`config.mk`:
```
export PLATFORM = sky130hd
export DESIGN_NAME = ras
export DESIGN_NICKNAME = d
export VERILOG_FILES = /design/src/rtl/ras.sv
export SDC_FILE = /design/constraint.sdc
export NUM_CORES = 2
export LEC_CHECK = 0
export BUFFER_PORTS_ARGS = -buffer_cell sky130_fd_sc_hd__buf_2
export CORE_AREA = 2 2 437 439
export DETAILED_ROUTE_END_ITERATION = 7
export DIE_AREA = 0 0 439 441
export PLACE_DENSITY = 0.52
export SETUP_SLACK_MARGIN = 0.05
export SYNTH_ARGS = -nofsm -noshare
export SYNTH_HDL_FRONTEND = slang
export SYNTH_SLANG_ARGS = --single-unit
```
`constraint.sdc`:
```
create_clock -name clk -period 8.2 [get_ports clk]
set_clock_uncertainty 0.2 [all_clocks]
set_input_delay 1.64 -clock clk [delete_from_list [all_inputs] [get_ports clk]]
set_output_delay 1.64 -clock clk [all_outputs]
set_load 0.03 [all_outputs]
```
`src/rtl/ras.sv`:
```
// ras: return address stack with speculative copy restored from committed copy on flush
module ras #(
  parameter int DEPTH = 16
) (
  input  logic        clk,
  input  logic        resetn,
  input  logic        spec_push,
  input  logic [31:0] spec_push_addr,
  input  logic        spec_pop,
  input  logic        commit_push,
  input  logic [31:0] commit_push_addr,
  input  logic        commit_pop,
  input  logic        flush,
  output logic [31:0] top,
  output logic        top_valid
);
  localparam int PTR_BITS = $clog2(DEPTH);
  localparam int CNT_BITS = $clog2(DEPTH) + 1;

  logic [31:0]         spec_q [DEPTH];
  logic [31:0]         spec_d [DEPTH];
  logic [31:0]         com_q  [DEPTH];
  logic [31:0]         com_d  [DEPTH];
  logic [PTR_BITS-1:0] sptr_q, sptr_d, cptr_q, cptr_d;
  logic [PTR_BITS-1:0] stop_idx, ctop_idx;
  logic [CNT_BITS-1:0] scnt_q, scnt_d, ccnt_q, ccnt_d;

  assign stop_idx  = sptr_q - 1'b1;
  assign ctop_idx  = cptr_q - 1'b1;
  assign top       = spec_q[stop_idx];
  assign top_valid = scnt_q != '0;

  // committed copy next state from EXE-resolved calls/returns
  always_comb begin
    com_d  = com_q;
    cptr_d = cptr_q;
    ccnt_d = ccnt_q;
    if (commit_push && commit_pop && ccnt_q != '0) begin
      com_d[ctop_idx] = commit_push_addr;
    end else if (commit_push) begin
      com_d[cptr_q] = commit_push_addr;
      cptr_d        = cptr_q + 1'b1;
      ccnt_d        = (ccnt_q == CNT_BITS'(DEPTH)) ? ccnt_q : ccnt_q + 1'b1;
    end else if (commit_pop && ccnt_q != '0) begin
      cptr_d = cptr_q - 1'b1;
      ccnt_d = ccnt_q - 1'b1;
    end
  end

  // speculative copy next state; flush forwards the committed next state
  always_comb begin
    spec_d = spec_q;
    sptr_d = sptr_q;
    scnt_d = scnt_q;
    if (flush) begin
      spec_d = com_d;
      sptr_d = cptr_d;
      scnt_d = ccnt_d;
    end else if (spec_push && spec_pop && scnt_q != '0) begin
      spec_d[stop_idx] = spec_push_addr;
    end else if (spec_push) begin
      spec_d[sptr_q] = spec_push_addr;
      sptr_d         = sptr_q + 1'b1;
      scnt_d         = (scnt_q == CNT_BITS'(DEPTH)) ? scnt_q : scnt_q + 1'b1;
    end else if (spec_pop && scnt_q != '0) begin
      sptr_d = sptr_q - 1'b1;
      scnt_d = scnt_q - 1'b1;
    end
  end

  // state registers, asynchronously cleared
  always_ff @(posedge clk or negedge resetn) begin
    if (!resetn) begin
      for (int i = 0; i < DEPTH; i++) begin
        spec_q[i] <= '0;
        com_q[i]  <= '0;
      end
      sptr_q <= '0;
      cptr_q <= '0;
      scnt_q <= '0;
      ccnt_q <= '0;
    end else begin
      spec_q <= spec_d;
      com_q  <= com_d;
      sptr_q <= sptr_d;
      cptr_q <= cptr_d;
      scnt_q <= scnt_d;
      ccnt_q <= ccnt_d;
    end
  end
endmodule
```
== Word level (Yosys, flattened, before mapping) ==
Cells that the tools add are included.

* Flip-flop bits (word level): 1042
* Input bits: 71
* Output and inout port bits: 33
* Word-level logic and storage cells: 112

* Add/sub/neg operators: 8
* Magnitude comparators: 8
* Eq/ne operators: 4
* Muxes and demuxes: 36
* Bitwise gates (word level): 4
* Reduce and logical (&&, ||, !) cells: 16

{| class="wikitable"
|+ Operators by type and width
! kind !! number
|-
| 2-to-1 mux 512 bit || 5
|-
| bitwise mux 512 bit || 4
|-
| demux 32 bit (select 4 bit) || 4
|-
| 2-to-1 mux 32 bit || 6
|-
| binary-select mux 32 bit (select 4 bit) || 1
|-
| 2-to-1 mux 5 bit || 9
|-
| 2-to-1 mux 4 bit || 7
|-
| >= comparator 5 bit (second input constant) || 4
|-
| < comparator 5 x 1 -> 1 bit (second input constant) || 4
|-
| inverter 4 -> 5 bit || 4
|-
| adder 5 x 1 -> 5 bit (second input constant) || 2
|-
| == test 5 bit (second input constant) || 2
|-
| logical AND 1 bit || 10
|-
| nonzero test 5 bit || 2
|-
| subtractor 5 x 1 -> 5 bit (second input constant) || 2
|-
| adder 4 x 1 -> 4 bit (second input constant) || 2
|-
| subtractor 4 x 1 -> 4 bit (second input constant) || 2
|-
| nonzero test 3 bit || 2
|-
| inequality test 3 bit (second input constant) || 1
|-
| AND reduction 3 bit || 1
|-
| inequality test 2 bit (second input constant) || 1
|-
| AND reduction 2 bit || 1
|}

== Logic depth before layout (Yosys ltp) ==
* Depth after elaboration: 9
* Gate-level depth with buffers: 14
* Depth with buffers taken out: 8

== Least setup slack after synthesis ==
No wires, ideal clock.

* Kind: register to output
* Start: register sptr_q[0]
* End: output port top[10]
* Arrival: 3.595 ns
* Required time: 6.360 ns
* Setup slack: 2.765 ns
* Stages on the path, launching flop included: 10
* Path buffers: 5
* Cells stage by stage: dfrtp_1 -> clkbuf_1 -> clkbuf_1 -> buf_1 -> inv_1 -> ha_1 -> clkbuf_1 -> xnor2_1 -> clkbuf_1 -> mux4_2

* Longest elaborated chain between the ends: 5

{| class="wikitable"
|+ Ends and longest elaborated chain
! element !! line !! RTL
|-
| from (decl) || 24 || <nowiki>logic [PTR_BITS-1:0] sptr_q, sptr_d, cptr_q, cptr_d;</nowiki>
|-
| from (signal assigned) || 85 || <nowiki>sptr_q <= sptr_d;</nowiki>
|-
| subtractor 4 x 1 -> 4 bit || 28 || <nowiki>assign stop_idx = sptr_q - 1'b1;</nowiki>
|-
| inverter 4 -> 5 bit (not written as such) || 30 || <nowiki>assign top = spec_q[stop_idx];</nowiki>
|-
| binary-select mux 32 bit (select 4 bit) || 30 ||
|-
| 2-to-1 mux 32 bit (not written as such) (2 in a row) || 30 ||
|-
| to (decl) || 14 || <nowiki>output logic [31:0] top,</nowiki>
|}

Every way passes these cells. The select of a mux whose other input is x is not followed.

== Worst setup path in the final report ==
* Start: register sptr_q[0]
* End: output port top[22]

Same word-level chain as after synthesis.

==> impl_metrics.toml <==
[status]
outcome = "finished clean"

[global_route]
grt_pass1_wl_um = 295000
grt_max_degree = 164
grt_antenna_before_repair = 33
grt_usage_pct = 20.7
grt_pass1_vias = 39642
grt_overflow = 0

[synthesis]
syn_nets = 4618
syn_area_um2 = 52500
yosysMostFrequentCell = "dfrtp_1"
synth_seq_cells = 1042
synthArstFlopShare_pct = 100
synth_area_leaders = "dfrtp_1, mux2_2, mux4_2, a211oi_1, o211a_1"
post-synth-top-area-cell = "dfrtp_1"
ys_seq_area_share_pct = 49.6
synth_xor_area_share_pct = 0.233
postSynthAreaPerCell_um2 = 11.6
yosys_warnings = 0
synth_edf_count = 0
synth_cells = 4531
synth_fa_ha_area_share_pct = 0.433
synth_compound_area_share_pct = 17.9
ys.flop_type = "dfrtp_1"
post_synth_mux_area_share_pct = 17.6
synthSimpleGateAreaFrac_pct = 9.43
synth_cell_types = 83
synth_top_cell_area_share_pct = 49.6
synth_top_family_by_area = "compound AO/OA/AOI/OAI gates"
synthTopCellsByCount = "dfrtp_1, mux2_2, clkbuf_1"

[clock_network]
clkLatencyLatePin_ns = 0.76
post_cts_buffers = 0
clkSinkCount = 1042
cts_tree = "built"
root_buffer = "clkbuf_16"
clock_path_buffers = 3
cts_buffers = 115
ctsResizeCount = 0
htreeDepth = 3
cts.clk_slew.worst_paths_ns = 0.06
holdBufCountCts = 0

[finish]
num-fill-cells = 19019
syn_to_final_growth_pct = 12.9
final_layout_size_suffix_gt1_share_pct = 24.4
nets = 4413

[sta]
maxSlewHeadroom_pct = 18.5
fmax_ghz = 0.154
period_needed_ns = 6.51
worstMarginPinSlew_ns = 1.22
rsz0062_at_grt = "no"
setup_viol = 0
fin_crit_sh_pct = 79.3
slew_violations = 0
hold_viol = 0
tns_ns = 0

[die]
io_pins = 104
die_area_um2 = 194000
start_util_pct = 27.8
die_w_um = 439
coreArea_um2 = 189000
rows = 160
die_height_um = 441

[power_and_ir_drop]
power.total_w = 0.0250
leakage_nw = 23.7
clkPwrFrac_pct = 22.0
power_switching_w = 0.00957
irDropWorstVdd_mv = 0.340
switching_share_pct = 38.3
p_int_w = 0.0154
p_seq_share_pct = 36.1
pwr-share-comb_pct = 41.9
power.density_nw_per_um2 = 421

[setup_path]
startpoint_type = "flip-flop"
crit_path_end_kind = "output port"
crit_start = "sptr_q[0]"
crit_arrival_ns = 4.67
critical_path_class = "flip-flop to output port"
rrSetupSlack_ns = 3.18
r2r-start = "sptr_q[0]"
critPathMaxFanout = 32
cp.required_ns = 6.36

[placed_design]
gp_congestion = 0.819
buffer_ports.inserted = 103
dp_hpwl_um = 111000

[route]
drtAntennaViolNets = 0
vias = 40400
wl_per_cell_um = 29.4
drc = 0
vias_per_cell = 5.82
drt_wl_total_um = 204000
drt_iter0_drc = 4644
detail_route.first_pass.iterations = 6

[worst_hold_path]
holdCritPathClass = "flip-flop to flip-flop"
min_from = "com_q[20]"

[run]
cap_violations = 0
[cells by family after synthesis]
kind of cell | Yosys count
buf+inv | 600
mux | 651
fa+ha+maj | 18
compound gates | 1155
flops | 1042
xor+xnor | 14
simple gates | 1051
[metrics by stage]
step,utilization [%],worst slack (ns),cells,hold WS [ns],cell area [um2]
3_5_place_dp,29.2,2.28,6720,0.266,55300
6_report,31.3,1.69,6944,0.277,59300
4_1_cts,31.3,1.47,6934,0.281,59300
5_1_grt,31.3,1.35,6940,0.298,59300
2_1_floorplan,-,2.76,4531,0.247,52500
3_3_place_gp,29.2,2.40,6720,0.260,55300
[metal layers]
metal | track usage [%] | up-vias | wire length (um)
li1 | - | 16817 | -
met1 | 27.5 | 21178 | 85700
met2 | 33.1 | 1928 | 94800
met3 | 4.34 | 455 | 16000
met4 | 7.68 | 22 | 7850
met5 | 0 | - | 139
[cells in the final DEF (no fill, tap or decap), types with 12 or more instances in the layout]
master	synthesis	routed
a211oi_1	290	290
a21oi_1	82	78
a221o_1	16	16
a221oi_1	128	128
a2bb2oi_1	33	33
a32o_1	64	64
and2_1	51	49
buf_12	0	12
buf_2	90	101
buf_4	23	77
clkbuf_1	373	29
clkbuf_16	0	116
clkbuf_8	0	30
clkinv_2	0	18
dfrtp_1	1042	1041
ha_1	15	14
inv_1	84	83
mux2_1	84	84
mux2_2	374	374
mux2_4	26	26
mux4_2	160	160
nand2_1	273	267
nor2_1	318	314
nor3_1	168	168
o211a_1	147	147
o21ai_0	43	43
o221a_2	28	28
o22a_1	32	32
o22ai_1	68	68
o31ai_1	71	65
o32ai_1	95	95
or2_2	37	36
or3_1	149	149
xnor2_1	14	12
[registers in the layout, indices dropped and copies added, names as in the netlist]
| signal | count |
|---|---|
| sptr_q | 4 |
| com_q | 512 |
| cptr_q | 4 |
| ccnt_q | 5 |
| scnt_q | 5 |
| spec_q | 512 |
[power by group through the flow]
stage	Combinational (W)	Clock [W]	Sequential (W)
3_5_place_dp	0.0105	0	0.00902
4_1_cts	0.0105	0.00557	0.00895
5_1_grt	0.0111	0.00577	0.00925
2_1_floorplan	0.00742	0	0.00842
3_3_place_gp	0.0103	0	0.00900
6_report	0.0105	0.00550	0.00900
[layout make-up]
| type | count | area, um2 | share of cell area, % |
|---|---|---|---|
| clock buffer | 175 | 3420 | 5.78 |
| multi-input combinational | 2889 | 24400 | 41.1 |
| antenna | 10 | 25.0 | 0.0422 |
| clock inverter | 39 | 544 | 0.918 |
| sequential | 1042 | 26100 | 44.0 |
| tap | 2511 | 3140 | 5.30 |
| inverter | 86 | 330 | 0.557 |
| timing repair buffer | 192 | 1350 | 2.28 |
[worst paths after layout]
| kind | to | cells after the start |
|---|---|---|
| min in group asynchronous | spec_q[441] | 1 |
| hold reg to reg | com_q[20] | 2 |
| hold / removal | com_q[20] | 2 |
| setup / recovery | top[22] | 6 |
| max in group asynchronous | spec_q[399] | 3 |
| setup reg to reg | spec_q[17] | 8 |
[critical path, cell delays in order, from the launching register on]
cell     delay (ns)
dfrtp_4        0.86
inv_1          0.27
ha_1           0.42
xnor2_2        0.99
buf_12         0.41
mux4_2         0.69
buf_2          0.23
Note: power is estimated with default switching activity, not from simulation.
